===== src/rtl/div_if.sv =====
// div_if: configuration handshake and divided-clock status bundle for div_ctrl.
interface div_if #(parameter int DIV_W = 8);
  logic             en;
  logic             cfg_valid;
  logic [DIV_W-1:0] cfg_div;
  logic             cfg_ready;
  logic             cfg_err;
  logic [DIV_W-1:0] cur_div;
  logic [DIV_W-1:0] cnt;
  logic             clk_out_pos;
  logic             odd;
  logic             div_tick;
  logic             busy;
  modport master (output en, cfg_valid, cfg_div,
                  input cfg_ready, cfg_err, cur_div, cnt, clk_out_pos, odd, div_tick, busy);
  modport slave  (input en, cfg_valid, cfg_div,
                  output cfg_ready, cfg_err, cur_div, cnt, clk_out_pos, odd, div_tick, busy);
endinterface


===== src/rtl/div_ctrl.sv =====
// div_ctrl: programmable clock divider with glitch-free ratio updates at period boundaries.
module div_ctrl #(
  parameter int DIV_W   = 8,
  parameter int DEF_DIV = 3
) (
  input  logic clk,
  input  logic rst,
  div_if.slave bus
);
  typedef enum logic [1:0] {IDLE, RUN, DRAIN} state_t;
  localparam logic [DIV_W-1:0] DEF = DIV_W'(DEF_DIV);
  state_t           state, state_n;
  logic [DIV_W-1:0] cnt, cnt_n, cur_div, div_n, pend_div;
  logic             pend_v, err, clk_pos, clk_n, busy, busy_n, bnd, xfer, good;
  function automatic logic [DIV_W:0] half(input logic [DIV_W-1:0] n);
    return ({1'b0, n} + (DIV_W+1)'(1)) >> 1;
  endfunction
  assign busy            = state != IDLE;
  assign bnd             = busy && cnt == cur_div - DIV_W'(1);
  assign xfer            = bus.cfg_valid && !pend_v;
  assign good            = xfer && bus.cfg_div >= DIV_W'(2);
  assign bus.cfg_ready   = !pend_v;
  assign bus.cfg_err     = err;
  assign bus.cur_div     = cur_div;
  assign bus.cnt         = cnt;
  assign bus.clk_out_pos = clk_pos;
  assign bus.odd         = cur_div[0];
  assign bus.div_tick    = bnd;
  assign bus.busy        = busy;
  always_comb begin
    state_n = state;
    cnt_n   = bnd ? '0 : cnt + DIV_W'(1);
    div_n   = cur_div;
    if (state == IDLE) begin
      state_n = bus.en ? RUN : IDLE;
      cnt_n   = '0;
      div_n   = good ? bus.cfg_div : cur_div;
    end else begin
      state_n = bus.en ? RUN : (state == DRAIN && bnd) ? IDLE : DRAIN;
      // a queued ratio wins; otherwise a ratio offered in the boundary cycle bypasses the slot
      div_n   = !bnd ? cur_div : pend_v ? pend_div : good ? bus.cfg_div : cur_div;
    end
    busy_n = state_n != IDLE;
    clk_n  = busy_n && {1'b0, cnt_n} < half(div_n);
  end
  always_ff @(posedge clk or posedge rst) begin
    if (rst) begin
      state    <= IDLE;
      cnt      <= '0;
      cur_div  <= DEF;
      pend_v   <= 1'b0;
      pend_div <= '0;
      err      <= 1'b0;
      clk_pos  <= 1'b0;
    end else begin
      state   <= state_n;
      cnt     <= cnt_n;
      cur_div <= div_n;
      clk_pos <= clk_n;
      err     <= xfer && !good;
      if (bnd) pend_v <= 1'b0;
      else if (busy && good) begin
        pend_v   <= 1'b1;
        pend_div <= bus.cfg_div;
      end
    end
  end
endmodule


===== src/flat_wrapper.sv =====
// flat-port wrapper written by rule: the top's interface ports become plain ports
module div_ctrl_flat 
#(
  parameter int DIV_W   = 8,
  parameter int DEF_DIV = 3
)
  (clk, rst, bus_en, bus_cfg_valid, bus_cfg_div, bus_cfg_ready, bus_cfg_err, bus_cur_div, bus_cnt, bus_clk_out_pos, bus_odd, bus_div_tick, bus_busy);
  div_if #(.DIV_W(DIV_W)) bus_i ();
  input  logic clk;
  input  logic rst;
  input wire logic [$bits(bus_i.en)-1:0] bus_en;
  input wire logic [$bits(bus_i.cfg_valid)-1:0] bus_cfg_valid;
  input wire logic [$bits(bus_i.cfg_div)-1:0] bus_cfg_div;
  output wire logic [$bits(bus_i.cfg_ready)-1:0] bus_cfg_ready;
  output wire logic [$bits(bus_i.cfg_err)-1:0] bus_cfg_err;
  output wire logic [$bits(bus_i.cur_div)-1:0] bus_cur_div;
  output wire logic [$bits(bus_i.cnt)-1:0] bus_cnt;
  output wire logic [$bits(bus_i.clk_out_pos)-1:0] bus_clk_out_pos;
  output wire logic [$bits(bus_i.odd)-1:0] bus_odd;
  output wire logic [$bits(bus_i.div_tick)-1:0] bus_div_tick;
  output wire logic [$bits(bus_i.busy)-1:0] bus_busy;
  assign bus_i.en = bus_en;
  assign bus_i.cfg_valid = bus_cfg_valid;
  assign bus_i.cfg_div = bus_cfg_div;
  assign bus_cfg_ready = bus_i.cfg_ready;
  assign bus_cfg_err = bus_i.cfg_err;
  assign bus_cur_div = bus_i.cur_div;
  assign bus_cnt = bus_i.cnt;
  assign bus_clk_out_pos = bus_i.clk_out_pos;
  assign bus_odd = bus_i.odd;
  assign bus_div_tick = bus_i.div_tick;
  assign bus_busy = bus_i.busy;
  div_ctrl #(.DIV_W(DIV_W), .DEF_DIV(DEF_DIV)) u_core (.clk(clk), .rst(rst), .bus(bus_i));
endmodule

===== config.mk =====
export PLATFORM = sky130hd
export DESIGN_NAME = div_ctrl_flat
export DESIGN_NICKNAME = d
export VERILOG_FILES = /design/src/rtl/div_if.sv /design/src/rtl/div_ctrl.sv /design/src/flat_wrapper.sv
export SDC_FILE = /design/constraint.sdc
export NUM_CORES = 1
export LEC_CHECK = 0
export BUFFER_PORTS_ARGS = -buffer_cell sky130_fd_sc_hd__buf_4
export CORE_ASPECT_RATIO = 1.1
export CORE_MARGIN = 2
export CORE_UTILIZATION = 40
export DETAILED_ROUTE_END_ITERATION = 8
export SLEW_MARGIN = 20
export SYNTH_ARGS = -nofsm -noshare
export SYNTH_HDL_FRONTEND = slang
export SYNTH_SLANG_ARGS = --single-unit

===== constraint.sdc =====
create_clock -name clk -period 5 [get_ports clk]
set_input_delay 0.5 -clock clk [delete_from_list [all_inputs] [get_ports clk]]
set_output_delay 0.5 -clock clk [all_outputs]
set_load 0.02 [all_outputs]

======== After elaboration in Yosys (flattened, before gate mapping) ========
Cells that the tools add are included.
W data, S select, Z words.
word-level totals
  flip-flop bits (word level) ............. 29
  bits of input ports ..................... 12
cells by class
  reduce and logical (&&, ||, !) cells .... 14
  bitwise logic cells ..................... 1
  order comparisons ....................... 2
  $add $sub $neg .......................... 3
  equality and inequality tests ........... 2
  mux-type cells .......................... 12
operators with widths
  kind                   number
  $mux W8                6
  $add A8 B1 Y9 const B  1
  $add A8 B1 Y8 const B  1
  $eq A8 B8 Y1           1
  $ge A8 B2 Y1 const B   1
  $lt A8 B8 Y1           1
  $sub A8 B1 Y8 const B  1
  $logic_and A1 B1 Y1    7
  $mux W2                3
  $reduce_bool A2 Y1     3
  $mux W1                3
  $eq A2 B2 Y1 const B   1
  $logic_not A1 Y1       2
  $logic_not A2 Y1       1
  $reduce_and A2 Y1      1
  $not A1 Y1             1

======== Logic depth before layout (Yosys ltp) ========
  word-level depth ........................ 10
  mapped depth ............................ 23
  depth with buffers taken out ............ 20

======== Worst setup path after synthesis ========
No wires, ideal clock.
  kind .................................... flip-flop to flip-flop
  start ................................... reg u_core.cur_div[0], in the netlist u_core.bus.cur_div[0]
  end ..................................... reg u_core.clk_pos, in the netlist u_core.bus.clk_out_pos
  clock period less this slack ............ 4.641 ns
  setup slack ............................. 0.359 ns
  library setup time ...................... 0.082 ns
  required time ........................... 4.918 ns
  data arrival time ....................... 4.559 ns
  cell stages (with the launch flop) ...... 23
  path through ............................ dfstp_2 -> clkbuf_1 -> inv_1 -> ha_1 -> clkbuf_1 -> nor2b_1 -> or3_1 -> a31oi_1 -> and3_1 -> buf_2 -> a21oi_1 -> o21ai_0 -> nand2_1 -> inv_1 -> ha_1 -> nand2_1 -> or3b_1 -> or3_1 -> ha_1 -> and3_1 -> a221oi_1 -> o311ai_0 -> a31oi_1
between the ends
  elaborated cells between the ends (all ways) .. 17
  classes of those cells .................. 2 x add/sub; 1 x order compare; 1 x eq/ne; 9 x mux; 4 x reduce/logical
RTL lines
  item                       line            source
  start, declared            div_ctrl.sv:13  logic [DIV_W-1:0] cnt, cnt_n, cur_div, div_n, pend_div;
  start signal, assigned     div_ctrl.sv:58  cur_div <= div_n;
  $sub A8 B1 Y8              div_ctrl.sv:19  assign bnd = busy && cnt == cur_div - DIV_W'(1);
  $eq A8 B8 Y1               div_ctrl.sv:19
  $logic_and A1 B1 Y1        div_ctrl.sv:19
  $mux W8                    div_ctrl.sv:41  div_n = !bnd ? cur_div : pend_v ? pend_div : good ? bus.cfg_div : cur_div;
  $mux W8                    div_ctrl.sv:34  if (state == IDLE) begin
  named net u_core.div_n[1]  div_ctrl.sv:13
  $add A8 B1 Y9              div_ctrl.sv:16  return ({1'b0, n} + (DIV_W+1)'(1)) >> 1;
  $lt A8 B8 Y1               div_ctrl.sv:44  clk_n = busy_n && {1'b0, cnt_n} < half(div_n);
  $logic_and A1 B1 Y1        div_ctrl.sv:44
  named net u_core.clk_n     div_ctrl.sv:14  logic pend_v, err, clk_pos, clk_n, busy, busy_n, bnd, xfer, good;
  end signal, assigned       div_ctrl.sv:59  clk_pos <= clk_n;
  end, declared              div_ctrl.sv:14
The timed path passes the listed nets, and every way through them passes these cells.
A chain may end at the register's enable or synchronous reset.

======== Final worst setup path ========
Ends and elaborated chain as after synthesis.

==> flow_summary.rst <==
.. list-table::
   :header-rows: 1

   * - Metric
     - Value
   * - Final Hold Viols
     - 0
   * - Clk_skew
     - 0.00883 ns
   * - Fmax achieved
     - 216 MHz
   * - Relative slew margins
     - 0.406
   * - Area growth from synthesis to layout
     - 19.3%
   * - Main flop type after synthesis
     - sky130_fd_sc_hd__dfrtp_1
   * - Buffer cell driving the clock tree root
     - sky130_fd_sc_hd__clkbuf_8
   * - Clock buffer depth
     - 2
   * - Worst Max-Slew Pin Slew
     - 0.888 ns
   * - Critical path fanouts, max
     - 10
   * - Skew-Pair Late Insertion Delay
     - 0.28 ns
   * - Detail Placement HPWL
     - 3860 µm
   * - Routed length per placed instance
     - 17.0 µm
   * - Synthesized area per cell
     - 9.40 µm²
   * - Post-place instance area
     - 2330 µm²
   * - Worst EP required
     - 5.21 ns
   * - Via count of the first global-routing pass
     - 1681
   * - Portion of the clock cycle consumed by the worst path in the final layout
     - 0.927
   * - Total die area
     - 5690 µm²
   * - Routability congestion estimate from global placement
     - 0.836
   * - Post-Syn Nets
     - 239
   * - DRT antenna net count
     - 0
   * - Chip Height
     - 78.9 µm
   * - Global routing usage summed across all routing layers
     - 0.196
   * - Flops & latches, synth
     - 29
   * - Min-delay worst type
     - primary input to async pin
   * - Number of H-tree levels
     - 2
   * - Static Leak
     - 1.12 nW
   * - Number of buffers and inverters on the critical path
     - 2
   * - Global-route wire length before repair
     - 8500 µm
   * - Leading post-synthesis cells by instance count
     - 27 x sky130_fd_sc_hd__dfrtp_1, 18 x sky130_fd_sc_hd__nor2_1, 14 x sky130_fd_sc_hd__nand2_1, 12 x sky130_fd_sc_hd__xnor2_1, 10 x sky130_fd_sc_hd__ha_1
   * - DR vias
     - 1763
   * - Core area
     - 4970 µm²
   * - Fraction of synthesis flops using an asynchronous set or reset pin
     - 1.00
   * - Final setup violating endpoints
     - 0
   * - Run status
     - completed
   * - Site row count
     - 27
   * - PD cells
     - 573 nW/µm²
   * - Dominant cell type by area after synthesis
     - sky130_fd_sc_hd__dfrtp_1
   * - Synth warnings
     - 0
   * - Layout fillers
     - 486
   * - Final critical path time including I/O delays and setup
     - 4.63 ns
   * - Fin util
     - 0.490
   * - Pin count of the biggest net entering global routing
     - 30
   * - Post-route cell area
     - 2430 µm²
   * - 1st-iter DRT viols
     - 108
   * - TritonCTS clock tree
     - built
   * - Cell with the most instances after synthesis
     - sky130_fd_sc_hd__dfrtp_1
   * - Cell class contributing the biggest share of worst-path delay
     - simple AND/OR/NAND/NOR gates
   * - Instance count of the mapped netlist
     - 217
   * - Total wire length after detailed routing
     - 5260 µm
   * - Register area share after synthesis
     - 0.357
   * - DRC
     - 0
   * - Post-synth EDFFs
     - 0
   * - Post-Place Cells
     - 301
   * - Number of hold-repair buffers added at the cts stage
     - 0
   * - Multi-input gate area in the final layout
     - 1210 µm²
   * - Post-CTS clock slew at the launch and capture registers of the worst setup and hold paths
     - 0.07 ns
   * - Cell variety after synth
     - 59
   * - Critical Path Source Type
     - flop
   * - Share of post-route cells with drive strength above 1
     - 0.275
   * - Maximum single-stage delay on the critical path
     - 0.63 ns
   * - PnR Total Power
     - 1.39 mW
   * - Antenna violations before repair
     - 0
   * - Cell occurring most often along the worst timing path
     - sky130_fd_sc_hd__ha_1
   * - Total congestion overflow
     - 0
   * - CP arrival
     - 4.84 ns
   * - Number of antenna cells inserted
     - 0
   * - Drt first pass iters
     - 4
   * - Port-buffer cells
     - 33
   * - Mapped cell area
     - 2040 µm²
   * - Worst-case vdd ir drop
     - 0.000233 V
   * - Vias per Instance
     - 5.71
   * - Layout net count
     - 272
   * - Top cells by area, synth
     - sky130_fd_sc_hd__dfrtp_1 33%, sky130_fd_sc_hd__ha_1 6.1%, sky130_fd_sc_hd__xnor2_1 5.2%
   * - Slew Limit Fails
     - 0
   * - Number of buffers added by the clock tree synthesis step
     - 5
   * - Highest-delay cell along the critical path
     - sky130_fd_sc_hd__dfstp_2
   * - Combined flip-flop and latch cell area
     - 728 µm²
   * - Finished Layout Cells
     - 309
   * - Setup Crit Path Kind
     - flop to flop
   * - Type of destination of the critical path
     - flop
   * - I/O pin count
     - 34
   * - CTS Sinks
     - 29
   * - Cells traversed along the worst timing path
     - inv_1, ha_1, nor2b_1, or3_1, a31oi_1, and3_2, a21oi_1, o21ai_1, nand2_1, inv_1, ha_1, nand2_1, or3b_1, or3_1, ha_1, and3_1, a221oi_1, o311ai_0, a31oi_1
   * - Share of Yosys cell area claimed by the top area cell type
     - 0.331
   * - Setup TNS
     - 0 ns
   * - Max-cap violations
     - 0
   * - Effective utilization at floorplan
     - 0.411
   * - Die outline width
     - 72.1 µm
## layout make-up
type,instances,area share
Clock buffer,7,0.0396
Clock inverter,1,0.00206
Inverter,10,0.0154
Multi-Input combinational cell,167,0.499
Sequential cell,29,0.299
Tap cell,58,0.0298
Timing Repair Buffer,37,0.114
## registers in the layout, indices dropped and copies added (netlist names)
| signal | cells |
|---|---|
| u_core.bus.cur_div | 8 |
| u_core.bus.cnt | 8 |
| u_core.state | 2 |
| u_core.bus.clk_out_pos | 1 |
| u_core.pend_div | 8 |
| u_core.pend_v | 1 |
| u_core.bus.cfg_err | 1 |
## per-stage QoR
| stage | worst slack [ns] | hold WS [ns] |
|---|---|---|
| 3_5_place_dp | 0.282 | 0.498 |
| 3_3_place_gp | 0.449 | 0.490 |
| 5_1_grt | -0.0279 | 0.338 |
| 4_1_cts | 0.261 | 0.326 |
| 6_report | 0.366 | 0.298 |
| 2_1_floorplan | 0.359 | 0.480 |
## report_power, final
| group | switching, mW | total (mW) | leakage, nW | internal, mW |
|---|---|---|---|---|
| Clock | 0.0910 | 0.215 | 0.0542 | 0.124 |
| Combinational | 0.391 | 0.722 | 0.713 | 0.331 |
| Sequential | 0.137 | 0.458 | 0.354 | 0.321 |
| Total | 0.619 | 1.39 | 1.12 | 0.776 |
## worst reg2reg max path, stage by stage, from the launching register on
cell and delay [ns]:
sky130_fd_sc_hd__dfstp_2 0.63, sky130_fd_sc_hd__inv_1 0.08, sky130_fd_sc_hd__ha_1 0.30, sky130_fd_sc_hd__nor2b_1 0.17
sky130_fd_sc_hd__or3_1 0.35, sky130_fd_sc_hd__a31oi_1 0.24, sky130_fd_sc_hd__and3_2 0.32, sky130_fd_sc_hd__a21oi_1 0.09
sky130_fd_sc_hd__o21ai_1 0.21, sky130_fd_sc_hd__nand2_1 0.08, sky130_fd_sc_hd__inv_1 0.07, sky130_fd_sc_hd__ha_1 0.20
sky130_fd_sc_hd__nand2_1 0.06, sky130_fd_sc_hd__or3b_1 0.39, sky130_fd_sc_hd__or3_1 0.32, sky130_fd_sc_hd__ha_1 0.29
sky130_fd_sc_hd__and3_1 0.16, sky130_fd_sc_hd__a221oi_1 0.25, sky130_fd_sc_hd__o311ai_0 0.17, sky130_fd_sc_hd__a31oi_1 0.16
## cells by family after synthesis
group	after synthesis	synth area share
AND/OR/NAND/NOR	77	0.208
AO/OA/AOI/OAI	45	0.162
flip-flops	29	0.357
buffers and inverters	21	0.0478
XOR/XNOR	21	0.0902
multiplexers	14	0.0736
adder cells (fa/ha/maj)	10	0.0613
## placed cells by master, fill, tap and decap left out, drive strengths merged, types with 9 or more instances in the layout
cell and instances:
buf 37, dfrtp 27, ha 10, inv 9, nand2 15, nand3 9, nor2 18, xnor2 12
xor2 9
## repair_timing
action,4_1_cts,5_1_grt
setup endpoints to repair,0,1
buffers inserted,0,0
endpoints found under the hold margin,0,0
gates resized for setup,0,2
## worst paths after layout
| path | start | end | slack, ns | cells past startpoint |
|---|---|---|---|---|
| max | u_core.bus.cur_div[0] | u_core.bus.clk_out_pos | 0.37 | 19 |
| min | rst | u_core.bus.cur_div[5] | 0.30 | 2 |
| max reg2reg | u_core.bus.cur_div[0] | u_core.bus.clk_out_pos | 0.37 | 19 |
| min reg2reg | u_core.pend_div[4] | u_core.pend_div[4] | 0.51 | 1 |
| max in group asynchronous | rst | u_core.bus.cur_div[4] | 4.30 | 2 |
| min in group clk | bus_en | u_core.state[0] | 0.34 | 1 |
## metal layers
layer,global-route usage,wire length (µm),vias to the layer above
met5,0,0,-
li1,-,-,849
met1,0.277,2410,848
met2,0.300,2460,60
met3,0.0393,316,6
met4,0.0604,77,0
No activity file was read; power rests on OpenSTA's default activity.
